## config.mk

```make
export PLATFORM = sky130hd
export DESIGN_NAME = jk_count_sequencer
export DESIGN_NICKNAME = d
export VERILOG_FILES = /design/src/rtl/jk_count_sequencer.sv
export SDC_FILE = /design/constraint.sdc
export NUM_CORES = 1
export LEC_CHECK = 0
export CAP_MARGIN = 30
export CORE_MARGIN = 2
export CORE_UTILIZATION = 44
export CTS_CLUSTER_SIZE = 8
export DETAILED_ROUTE_END_ITERATION = 12
export PLACE_DENSITY = 0.95
export SYNTH_ARGS = -nofsm -noshare
export SYNTH_HDL_FRONTEND = slang
export SYNTH_HIERARCHICAL = 1
export SYNTH_SLANG_ARGS = --single-unit
```

## constraint.sdc

```tcl
create_clock -name clk -period 4.7 [get_ports clk]
set_clock_uncertainty 0.05 [all_clocks]
set_input_delay 0.705 -clock clk [delete_from_list [all_inputs] [get_ports clk]]
set_output_delay 0.705 -clock clk [all_outputs]
set_load 0.02 [all_outputs]
```

## src/rtl/jk_count_sequencer.sv

```systemverilog
// jk_count_sequencer
//   Excitation/control stage for an external bank of WIDTH JK flip-flops.
//   It reads the bank's Q outputs (q_fb) and drives per-bit J/K so that the
//   bank counts modulo MOD: up, down, load, or hold. A shadow register tracks
//   the state the bank should hold, and a sticky flag records any divergence.
//
// Ports
//   clk       clock, shared with the JK bank (same edge)
//   reset     async active-high reset, shared with the JK bank
//   en        advance enable (0 = hold)
//   mode      00 hold, 01 up, 10 down, 11 load
//   load_val  load value, clamped to MOD-1
//   q_fb      Q outputs of the JK bank
//   j_out     J inputs to the bank (bit i -> flip-flop i)
//   k_out     K inputs to the bank
//   expected  shadow of the bank state after the last edge
//   tc        registered one-cycle wrap pulse
//   illegal   combinational, q_fb >= MOD
//   err       sticky mismatch/illegal flag, cleared only by reset

// Per-bit excitation. Only set/reset/hold are used; J=K=1 (toggle) is never
// produced, so a glitchy bank cannot run away on a stale toggle.
module jk_excite_bit (
  input  logic q,
  input  logic n,
  output logic j,
  output logic k
);
  assign j = ~q &  n;
  assign k =  q & ~n;
endmodule

module jk_count_sequencer #(
  parameter int WIDTH = 4,
  parameter int MOD   = 10
) (
  input  logic             clk,
  input  logic             reset,
  input  logic             en,
  input  logic [1:0]       mode,
  input  logic [WIDTH-1:0] load_val,
  input  logic [WIDTH-1:0] q_fb,
  output logic [WIDTH-1:0] j_out,
  output logic [WIDTH-1:0] k_out,
  output logic [WIDTH-1:0] expected,
  output logic             tc,
  output logic             illegal,
  output logic             err
);

  localparam logic [1:0] M_HOLD = 2'b00;
  localparam logic [1:0] M_UP   = 2'b01;
  localparam logic [1:0] M_DN   = 2'b10;
  localparam logic [1:0] M_LOAD = 2'b11;

  // The modulus may equal 2^WIDTH, so it needs one extra bit.
  localparam logic [WIDTH:0]   MOD_V = (WIDTH+1)'(MOD);
  localparam logic [WIDTH-1:0] MAX_V = WIDTH'(MOD-1);

  logic [WIDTH-1:0] nxt;
  logic             tc_nxt;
  logic             load_ovr;

  assign illegal  = {1'b0, q_fb} >= MOD_V;
  assign load_ovr = {1'b0, load_val} >= MOD_V;

  // Next bank state. Wraps compare against MOD-1 / 0 explicitly instead of
  // relying on natural WIDTH-bit overflow.
  always_comb begin
    nxt    = q_fb;
    tc_nxt = 1'b0;
    if (en) begin
      case (mode)
        M_UP: begin
          if (illegal)            nxt = '0;
          else if (q_fb == MAX_V) begin nxt = '0; tc_nxt = 1'b1; end
          else                    nxt = q_fb + 1'b1;
        end
        M_DN: begin
          if (illegal)            nxt = '0;
          else if (q_fb == '0)    begin nxt = MAX_V; tc_nxt = 1'b1; end
          else                    nxt = q_fb - 1'b1;
        end
        M_LOAD:  nxt = load_ovr ? MAX_V : load_val;
        M_HOLD:  nxt = q_fb;
        default: nxt = q_fb;
      endcase
    end
  end

  jk_excite_bit u_bit [WIDTH-1:0] (
    .q (q_fb),
    .n (nxt),
    .j (j_out),
    .k (k_out)
  );

  // Checker samples pre-edge values: q_fb and expected both describe the
  // state produced by the previous edge.
  always_ff @(posedge clk or posedge reset) begin
    if (reset) begin
      expected <= '0;
      tc       <= 1'b0;
      err      <= 1'b0;
    end else begin
      expected <= nxt;
      tc       <= tc_nxt;
      err      <= err | (q_fb != expected) | illegal;
    end
  end

endmodule

```

Word level (Yosys, flattened, before mapping)
Index checks and enable logic that the tools add are counted.
{"block": "classes", "add_sub_neg": 2, "n_mul": 0, "div_mod_pow": 0, "n_lt_le_gt_ge": 2, "n_eq_ne": 5, "shift": 0, "muxes": 13, "bitwise_logic": 18, "n_reduce_logical": 2}
{"operator": "$mux 4", "n": 6}
{"operator": "$pmux 4 s4", "n": 1}
{"operator": "$and 1x1->1", "n": 8}
{"operator": "$ge 4x4->1 const B", "n": 2}
{"operator": "$not 1->1", "n": 8}
{"operator": "$mux 1", "n": 5}
{"operator": "$add 4x1->4 const B", "n": 1}
{"operator": "$eq 2x2->1 const B", "n": 2}
{"operator": "$eq 4x4->1 const B", "n": 1}
{"operator": "$logic_not 4->1", "n": 1}
{"operator": "$ne 4x4->1", "n": 1}
{"operator": "$sub 4x1->4 const B", "n": 1}
{"operator": "$eq 2x1->1 const B", "n": 1}
{"operator": "$logic_not 2->1", "n": 1}
{"operator": "$or 1x1->1", "n": 2}
{"operator": "$pmux 1 s2", "n": 1}
{"block": "word_totals", "ff_bits": 6, "latchBits": 0, "mem_bits_rw": 0, "romBits": 0, "inputBits": 13, "out_inout_bits": 15, "word_cells": 45, "memories": 0}

Depth between registers and ports, before layout
Gate-level depths: netlist of the first run.
{"block": "depth", "ltp_word": 7, "ltp_mapped": 7, "mapped_depth_nobuf": 7}

By module
Netlist of the first run, hierarchy kept.
{"mod": "jk_count_sequencer", "instances": 1, "cells_per_inst": 69, "area_each_um2": 574.3, "seq_area_each_um2": 150.1}
{"mod": "jk_excite_bit", "instances": 4, "cells_per_inst": 2, "area_each_um2": 15.0, "seq_area_each_um2": 0.0}

Worst setup path after synthesis of the first run
Ideal clock, no wire load.
{"block": "synth_path", "path_type": "input -> output", "from": "in q_fb[1]", "to": "out j_out[2]", "arrival_ps": 2044, "required_time_ps": 3945, "slack_ps": 1901, "path_stages": 6, "n_path_buf": 1, "cell_sequence": "buf_6 > or4b_4 > o21ai_2 > a222oi_1 > o211ai_1 > nor2b_1"}
{"block": "synth_between", "elab_chain_cells": 6, "word_cells_on_any_way": 12, "cone_classes": "add/sub (2); order compare (1); eq/ne (1); mux (6); bitwise (1); reduce/logical (1)"}
{"element": "start, declared", "line": "42", "source": "input logic [WIDTH-1:0] q_fb,"}
{"element": "$sub 4x1->4, or another cell as far along", "line": "82", "source": "else nxt = q_fb - 1'b1;"}
{"element": "$mux 4, on equally long branches", "line": "81, 76"}
{"element": "$mux 4, on equally long branches", "line": "80, 75"}
{"element": "$pmux 4 s4 *", "line": "73", "source": "case (mode)"}
{"element": "$mux 4 *", "line": "72", "source": "if (en) begin"}
{"element": "via nxt[2]", "line": "60", "source": "logic [WIDTH-1:0] nxt;"}
{"element": "$and 1x1->1 *", "line": "29", "source": "assign j = ~q & n;"}
{"element": "end, declared", "line": "43", "source": "output logic [WIDTH-1:0] j_out,"}
Mark *: on every way through the listed nets, which the timed path passes. The rest lies on a longest branch.

Worst setup path in the final report of the first run
{"block": "layout_path", "from": "in q_fb[0]", "to": "out j_out[2]"}
Same word-level chain as after synthesis.

==> results of run 1 <==
-- cells by family (layout without fill, tap and decap cells) --
family / after synthesis / after routing / share of synthesized area
AND/OR/NAND/NOR: 33 / 33 / 0.322
XOR/XNOR: 5 / 5 / 0.0690
adder cells (fa/ha/maj): 5 / 5 / 0.0986
AO/OA/AOI/OAI: 19 / 19 / 0.201
buffers and inverters: 9 / 35 / 0.0730
flip-flops: 6 / 6 / 0.237
-- worst reg2reg max path: cells and delay by family (launching register included) --
kind / cells / cell delay, ps
flip-flops: 1 / 380
XOR/XNOR: 1 / 140
AND/OR/NAND/NOR: 2 / 360
-- sequential cells by signal, indices dropped and copies added (netlist names) --
| signal | cells |
|---|---|
| tc | 1 |
| err | 1 |
| expected | 4 |
-- cells in the final DEF (no fill, tap or decap), types with 2 or more instances in the layout --
| cell | netlist | routed |
|---|---|---|
| o21ai_0 | 6 | 6 |
| nor2b_1 | 5 | 5 |
| dfrtp_1 | 6 | 6 |
| inv_1 | 5 | 5 |
| xor2_1 | 4 | 4 |
| ha_1 | 5 | 5 |
| nand2_1 | 6 | 6 |
| clkbuf_4 | 0 | 3 |
| and2b_2 | 5 | 5 |
| nor2_1 | 4 | 4 |
| nand3_1 | 3 | 3 |
| clkdlybuf4s50_1 | 0 | 27 |
| o211ai_1 | 2 | 2 |
| a21oi_1 | 3 | 3 |
-- per-layer routing --
| layer | part of all wire | vias to the layer above | track usage |
|---|---|---|---|
| met1 | 0.38 | 333 | 0.212 |
| met4 | 0.018 | 0 | 0.0968 |
| li1 | - | 328 | - |
| met5 | 0 | - | 0 |
| met2 | 0.53 | 36 | 0.350 |
| met3 | 0.073 | 4 | 0.0560 |
-- power breakdown --
group          switching [mW]  leakage [nW]  total (mW)  internal (mW)
Sequential            0.00213        0.0722      0.0572         0.0551
Combinational          0.0390         0.292      0.0771         0.0382
Clock                  0.0201        0.0138      0.0491         0.0290
-- cell type report --
class | instances | area share
multi-input cells | 62 | 0.477
repair buffers | 27 | 0.294
flip-flops and latches | 6 | 0.163
clock buffers | 3 | 0.0245
inverters | 5 | 0.0204
well taps | 15 | 0.0204
-- worst paths after layout --
| kind | start | endpoint | slack [ps] | cells after the start |
|---|---|---|---|---|
| max in group asynchronous | reset | tc | 3780 | 2 |
| worst min register to register | err | err | 470 | 2 |
| worst max register to register | expected[2] | err | 3640 | 3 |
| worst min-delay path | err | err | 470 | 2 |
| min in group asynchronous | reset | expected[1] | 620 | 2 |
| worst max-delay path | q_fb[0] | j_out[2] | 710 | 7 |
-- through the flow --
stage	worst slack (ps)	power, mW	hold slack (ps)
floorplan	1900	0.101	446
global placement	861	0.132	414
detailed placement	738	0.135	478
CTS	730	0.185	489
global route	585	0.195	507
finish	711	0.183	470
==> impl_metrics.py, run 1 <==
metrics = {
    "timing": {
        "relSlewSlack": 0.561,
        "fin_crit_sh": 0.849,
        "hold_viol_final": 0,
        "grt_setup_unrepaired": "no",
        "setup_tns_ps": 0,
        "worst_slew_pin_slew_ps": 650,
        "setup_viol": 0,
        "finalCriticalPeriod_ps": 3990,
        "max_clock_freq_mhz": 251,
        "drv_slew": 0,
    },
    "routing": {
        "drtIter0Drc": 25,
        "first_pass_iters": 4,
        "drc": 0,
        "routed_wl_mm": 1.64,
        "vias": 701,
        "postRouteAntennaNets": 0,
        "via_per_inst": 5.94,
        "post_drt_wl_per_cell_um": 13.9,
    },
    "setup_path": {
        "worst_setup_path_end_kind": "output port",
        "crit_required_ps": 3940,
        "crit_slowest_cell": "clkdlybuf4s50_1",
        "cp_top_family": "buffers and inverters",
        "cp_cell_sequence": "clkdlybuf4s50_1, or4b_4, o21ai_2, a222oi_1, o211ai_1, nor2b_1, clkdlybuf4s50_1",
        "crit_buf_inv": 2,
        "arrival_ps": 3230,
        "crit_type": "input port to output port",
        "critPathMaxFanout": 15,
        "cpPeakStageDelay_ps": 670,
        "crit_top_cell": "clkdlybuf4s50_1",
        "startpoint_type": "input port",
    },
    "final_layout": {
        "n_antenna_cell": 0,
        "regArea_sq_um": 150,
        "final_area_sq_um": 918,
        "finalNonFillerCells": 118,
        "layout.nets": 123,
        "drive_above_1_share": 0.107,
        "fillers": 117,
        "syn_to_final_growth_pct": 44.8,
        "multiInputGateArea_sq_um": 438,
        "utilization": 0.697,
    },
    "die": {
        "die_y_um": 42.0,
        "die_width_um": 42.0,
        "start_util": 0.481,
        "dieArea_sq_um": 1760,
        "rows": 13,
        "core_sq_um": 1320,
        "pin_count": 28,
    },
    "global_route": {
        "grtUsageTotal": 0.197,
        "antenna_found_initial": 0,
        "grt_max_degree": 16,
        "first_global_vias": 608,
        "grt_pass1_wl_mm": 2.63,
        "overflow": 0,
    },
    "synthesis": {
        "syn-num-nets": 95,
        "yosys-top-cells-count": "dfrtp_1 (6), nand2_1 (6), o21ai_0 (6)",
        "yosysSeqAreaShare": 0.237,
        "ys_top_cells_by_area": "dfrtp_1 (24%), ha_1 (9.9%), and2b_2 (6.9%)",
        "synth_cells": 77,
        "ys_dominant_reg_cell": "dfrtp_1",
        "synthArstFlopShare": 1.00,
        "synth-seq-cells": 6,
        "syn_avg_cell_area_sq_um": 8.24,
        "syn_area_sq_um": 634,
        "ys_types": 35,
        "synth_edf_count": 0,
        "synth_top_area_cell": "dfrtp_1",
        "synth_top_area_frac": 0.237,
        "yosysWarnings": 6,
    },
    "pwr": {
        "max-vdd-ir-drop_mv": 0.121,
        "p_leak_nw": 0.378,
        "power_density_nw_per_um2": 200,
    },
    "cts": {
        "cts_root_buf": "clkbuf_4",
        "clockBufferDepth": 2,
        "cts_made_buffers": 3,
        "clock_sinks": 6,
        "clk_pin_slew_ps": 50,
        "cts_max_level": 1,
        "cts_hold_buffers": 0,
        "post-cts-setup-buffer-count": 0,
        "post_cts_resized": 0,
        "cts_tree": "done",
        "insertion_delay_ps": 250,
    },
    "placed_design": {
        "dp.cells": 115,
        "hpwl_mm": 1.29,
        "gp_congestion": 0.831,
        "place_area_sq_um": 896,
        "io_buffer_count": 27,
    },
    "min_path": {
        "min_path_type": "register to register",
    },
    "run": {
        "cap_violations": 0,
    },
    "outcome": {
        "outcome": "completed",
    },
}
(Power assumes the default switching activity.)
==> inputs of run 2 (changes only) <==
--- a/config.mk
+++ b/config.mk
@@ -7,10 +7,10 @@
 export LEC_CHECK = 0
 export CAP_MARGIN = 30
 export CORE_MARGIN = 2
-export CORE_UTILIZATION = 44
+export CORE_UTILIZATION = 37
 export CTS_CLUSTER_SIZE = 8
 export DETAILED_ROUTE_END_ITERATION = 12
-export PLACE_DENSITY = 0.95
+export PLACE_DENSITY = 0.86
 export SYNTH_ARGS = -nofsm -noshare
 export SYNTH_HDL_FRONTEND = slang
 export SYNTH_HIERARCHICAL = 1
==> constraint.sdc (replaced) <==
create_clock -name clk -period 3.5 [get_ports clk]
set_clock_uncertainty 0.05 [all_clocks]
set_input_delay 0.525 -clock clk [delete_from_list [all_inputs] [get_ports clk]]
set_output_delay 0.525 -clock clk [all_outputs]
set_load 0.02 [all_outputs]
==> impl_metrics.py, run 2 (synthesis gave the netlist of run 1 again) <==
metrics = {
    "timing": {
        "holdWs_ps": 428,
        "worst_slew_pin_slew_ps": 422,
        "relSlewSlack": 0.714,
        "fin_crit_sh": 0.956,
        "hold_viol_final": 0,
        "finalCriticalPeriod_ps": 3350,
        "drv_slew": 0,
        "setup_viol": 0,
        "setup_slack_ps": 154,
        "setup_tns_ps": 0,
        "grt_setup_unrepaired": "no",
        "max_clock_freq_mhz": 299,
    },
    "routing": {
        "via_per_inst": 5.65,
        "drc": 0,
        "vias": 695,
        "routed_wl_mm": 1.61,
        "post_drt_wl_per_cell_um": 13.1,
        "drtIter0Drc": 37,
        "postRouteAntennaNets": 0,
        "first_pass_iters": 4,
    },
    "cts": {
        "clock_sinks": 6,
        "cts_max_level": 1,
        "clk_pin_slew_ps": 40,
        "clockBufferDepth": 2,
        "cts_tree": "done",
        "cts_made_buffers": 3,
        "insertion_delay_ps": 240,
        "cts_hold_buffers": 0,
        "cts_root_buf": "clkbuf_4",
    },
    "setup_path": {
        "crit_required_ps": 2920,
        "r2r_start": "expected[2]",
        "reg2reg_slack_ps": 2440,
        "critPathMaxFanout": 6,
        "crit_slowest_cell": "clkdlybuf4s50_1",
        "crit_start": "mode[0]",
        "cpPeakStageDelay_ps": 590,
        "crit_type": "input port to output port",
        "worst_setup_path_end_kind": "output port",
        "r2r_end": "err",
        "crit_top_cell": "clkdlybuf4s50_1",
        "cp_cell_sequence": "clkdlybuf4s50_1, inv_1, ha_1, a32o_1, a21oi_1, o21ai_0, and2b_2, clkdlybuf4s50_1",
        "r2r_cells": 3,
        "startpoint_type": "input port",
        "arrival_ps": 2770,
    },
    "die": {
        "die_y_um": 45.4,
        "pin_count": 28,
        "start_util": 0.407,
        "rows": 14,
        "core_sq_um": 1560,
        "die_width_um": 45.4,
        "dieArea_sq_um": 2060,
    },
    "global_route": {
        "overflow": 0,
        "antenna_found_initial": 0,
        "first_global_vias": 634,
        "grt_max_degree": 15,
        "grtUsageTotal": 0.177,
        "grt_pass1_wl_mm": 2.65,
    },
    "run": {
        "cap_violations": 0,
    },
    "final_layout": {
        "final_common_cell": "clkdlybuf4s50_1",
        "reg_top3": "expected x4, err x1, tc x1",
        "drive_above_1_share": 0.150,
        "fillers": 143,
        "largest_register_ffs": 4,
        "syn_to_final_growth_pct": 50.9,
        "regMostFlops": "expected",
        "layout.nets": 127,
        "finalNonFillerCells": 123,
        "layout_common_cells": "clkdlybuf4s50_1 (25), o21ai_0 (6), nand2_1 (6), dfrtp_1 (6)",
        "n_antenna_cell": 0,
    },
    "min_path": {
        "hold_path.startpoint": "err",
        "hold_end": "err",
        "min_path_type": "register to register",
        "hold_depth": 2,
    },
    "placed_design": {
        "place_ws_ps": 90.1,
        "gp_congestion": 0.928,
        "hpwl_mm": 1.27,
        "dp.cells": 120,
        "io_buffer_count": 27,
    },
    "pwr": {
        "p_leak_nw": 0.421,
        "max-vdd-ir-drop_mv": 0.178,
        "power_density_nw_per_um2": 259,
    },
    "outcome": {
        "outcome": "completed",
    },
}
==> run 2: cell types whose count changed in the layout (fill, tap and decap cells not counted) <==
cell	delta
clkdlybuf4s50_1	-2
ha_1	-1
dlymetal6s2s_1	+2
ha_2	+1
o311ai_1	+1
o311ai_0	-1
buf_4	+4
==> run 2: worst max-delay path by stage <==
stage                to  slack, ps  depth (start not counted)
2_1_floorplan  j_out[2]       1060                          6
3_3_place_gp   k_out[2]        180                          7
3_5_place_dp   j_out[2]         90                          7
4_1_cts        k_out[0]         80                          7
5_1_grt        k_out[3]         30                          9
6_report       k_out[1]        150                          8
==> run 2: per-stage QoR <==
stage / power, mW / util / cell area [sq um]
2_1_floorplan: 0.135 / - / 634
3_3_place_gp: 0.182 / 0.595 / 927
3_5_place_dp: 0.184 / 0.595 / 927
4_1_cts: 0.251 / 0.609 / 950
5_1_grt: 0.265 / 0.614 / 957
6_report: 0.248 / 0.614 / 957
==> run 2: power breakdown <==
group          total, mW  leakage (nW)  switching [mW]  internal [mW]
Clock             0.0639        0.0138          0.0251         0.0388
Sequential        0.0768        0.0722         0.00282         0.0740
Combinational      0.107         0.335          0.0530         0.0542
==> run 2: final cells by class <==
| type | instances | area [sq um] | area share |
|---|---|---|---|
| Timing Repair Buffer | 31 | 305 | 0.319 |
| Inverter | 5 | 18.8 | 0.0196 |
| Multi-Input combinational cell | 62 | 440 | 0.460 |
| Clock buffer | 3 | 22.5 | 0.0235 |
| Tap cell | 16 | 20.0 | 0.0209 |
| Sequential cell | 6 | 150 | 0.157 |
==> run 2: critical path: cells and delay by family <==
family	cells	cell delay, ps
compound gates	3	500
fa+ha+maj	1	280
buf+inv	3	1210
simple gates	1	250
==> run 2: per-layer routing <==
metal	track usage	vias to the layer above	share of wire
met5	0	-	0
li1	-	335	-
met3	0.0556	4	0.074
met1	0.197	315	0.41
met2	0.313	41	0.50
met4	0.0647	0	0.017
==> run 2: what timing repair did <==
action,in CTS,in global routing
resized for setup,0,4
buffers inserted,0,0
setup endpoints to repair,0,6
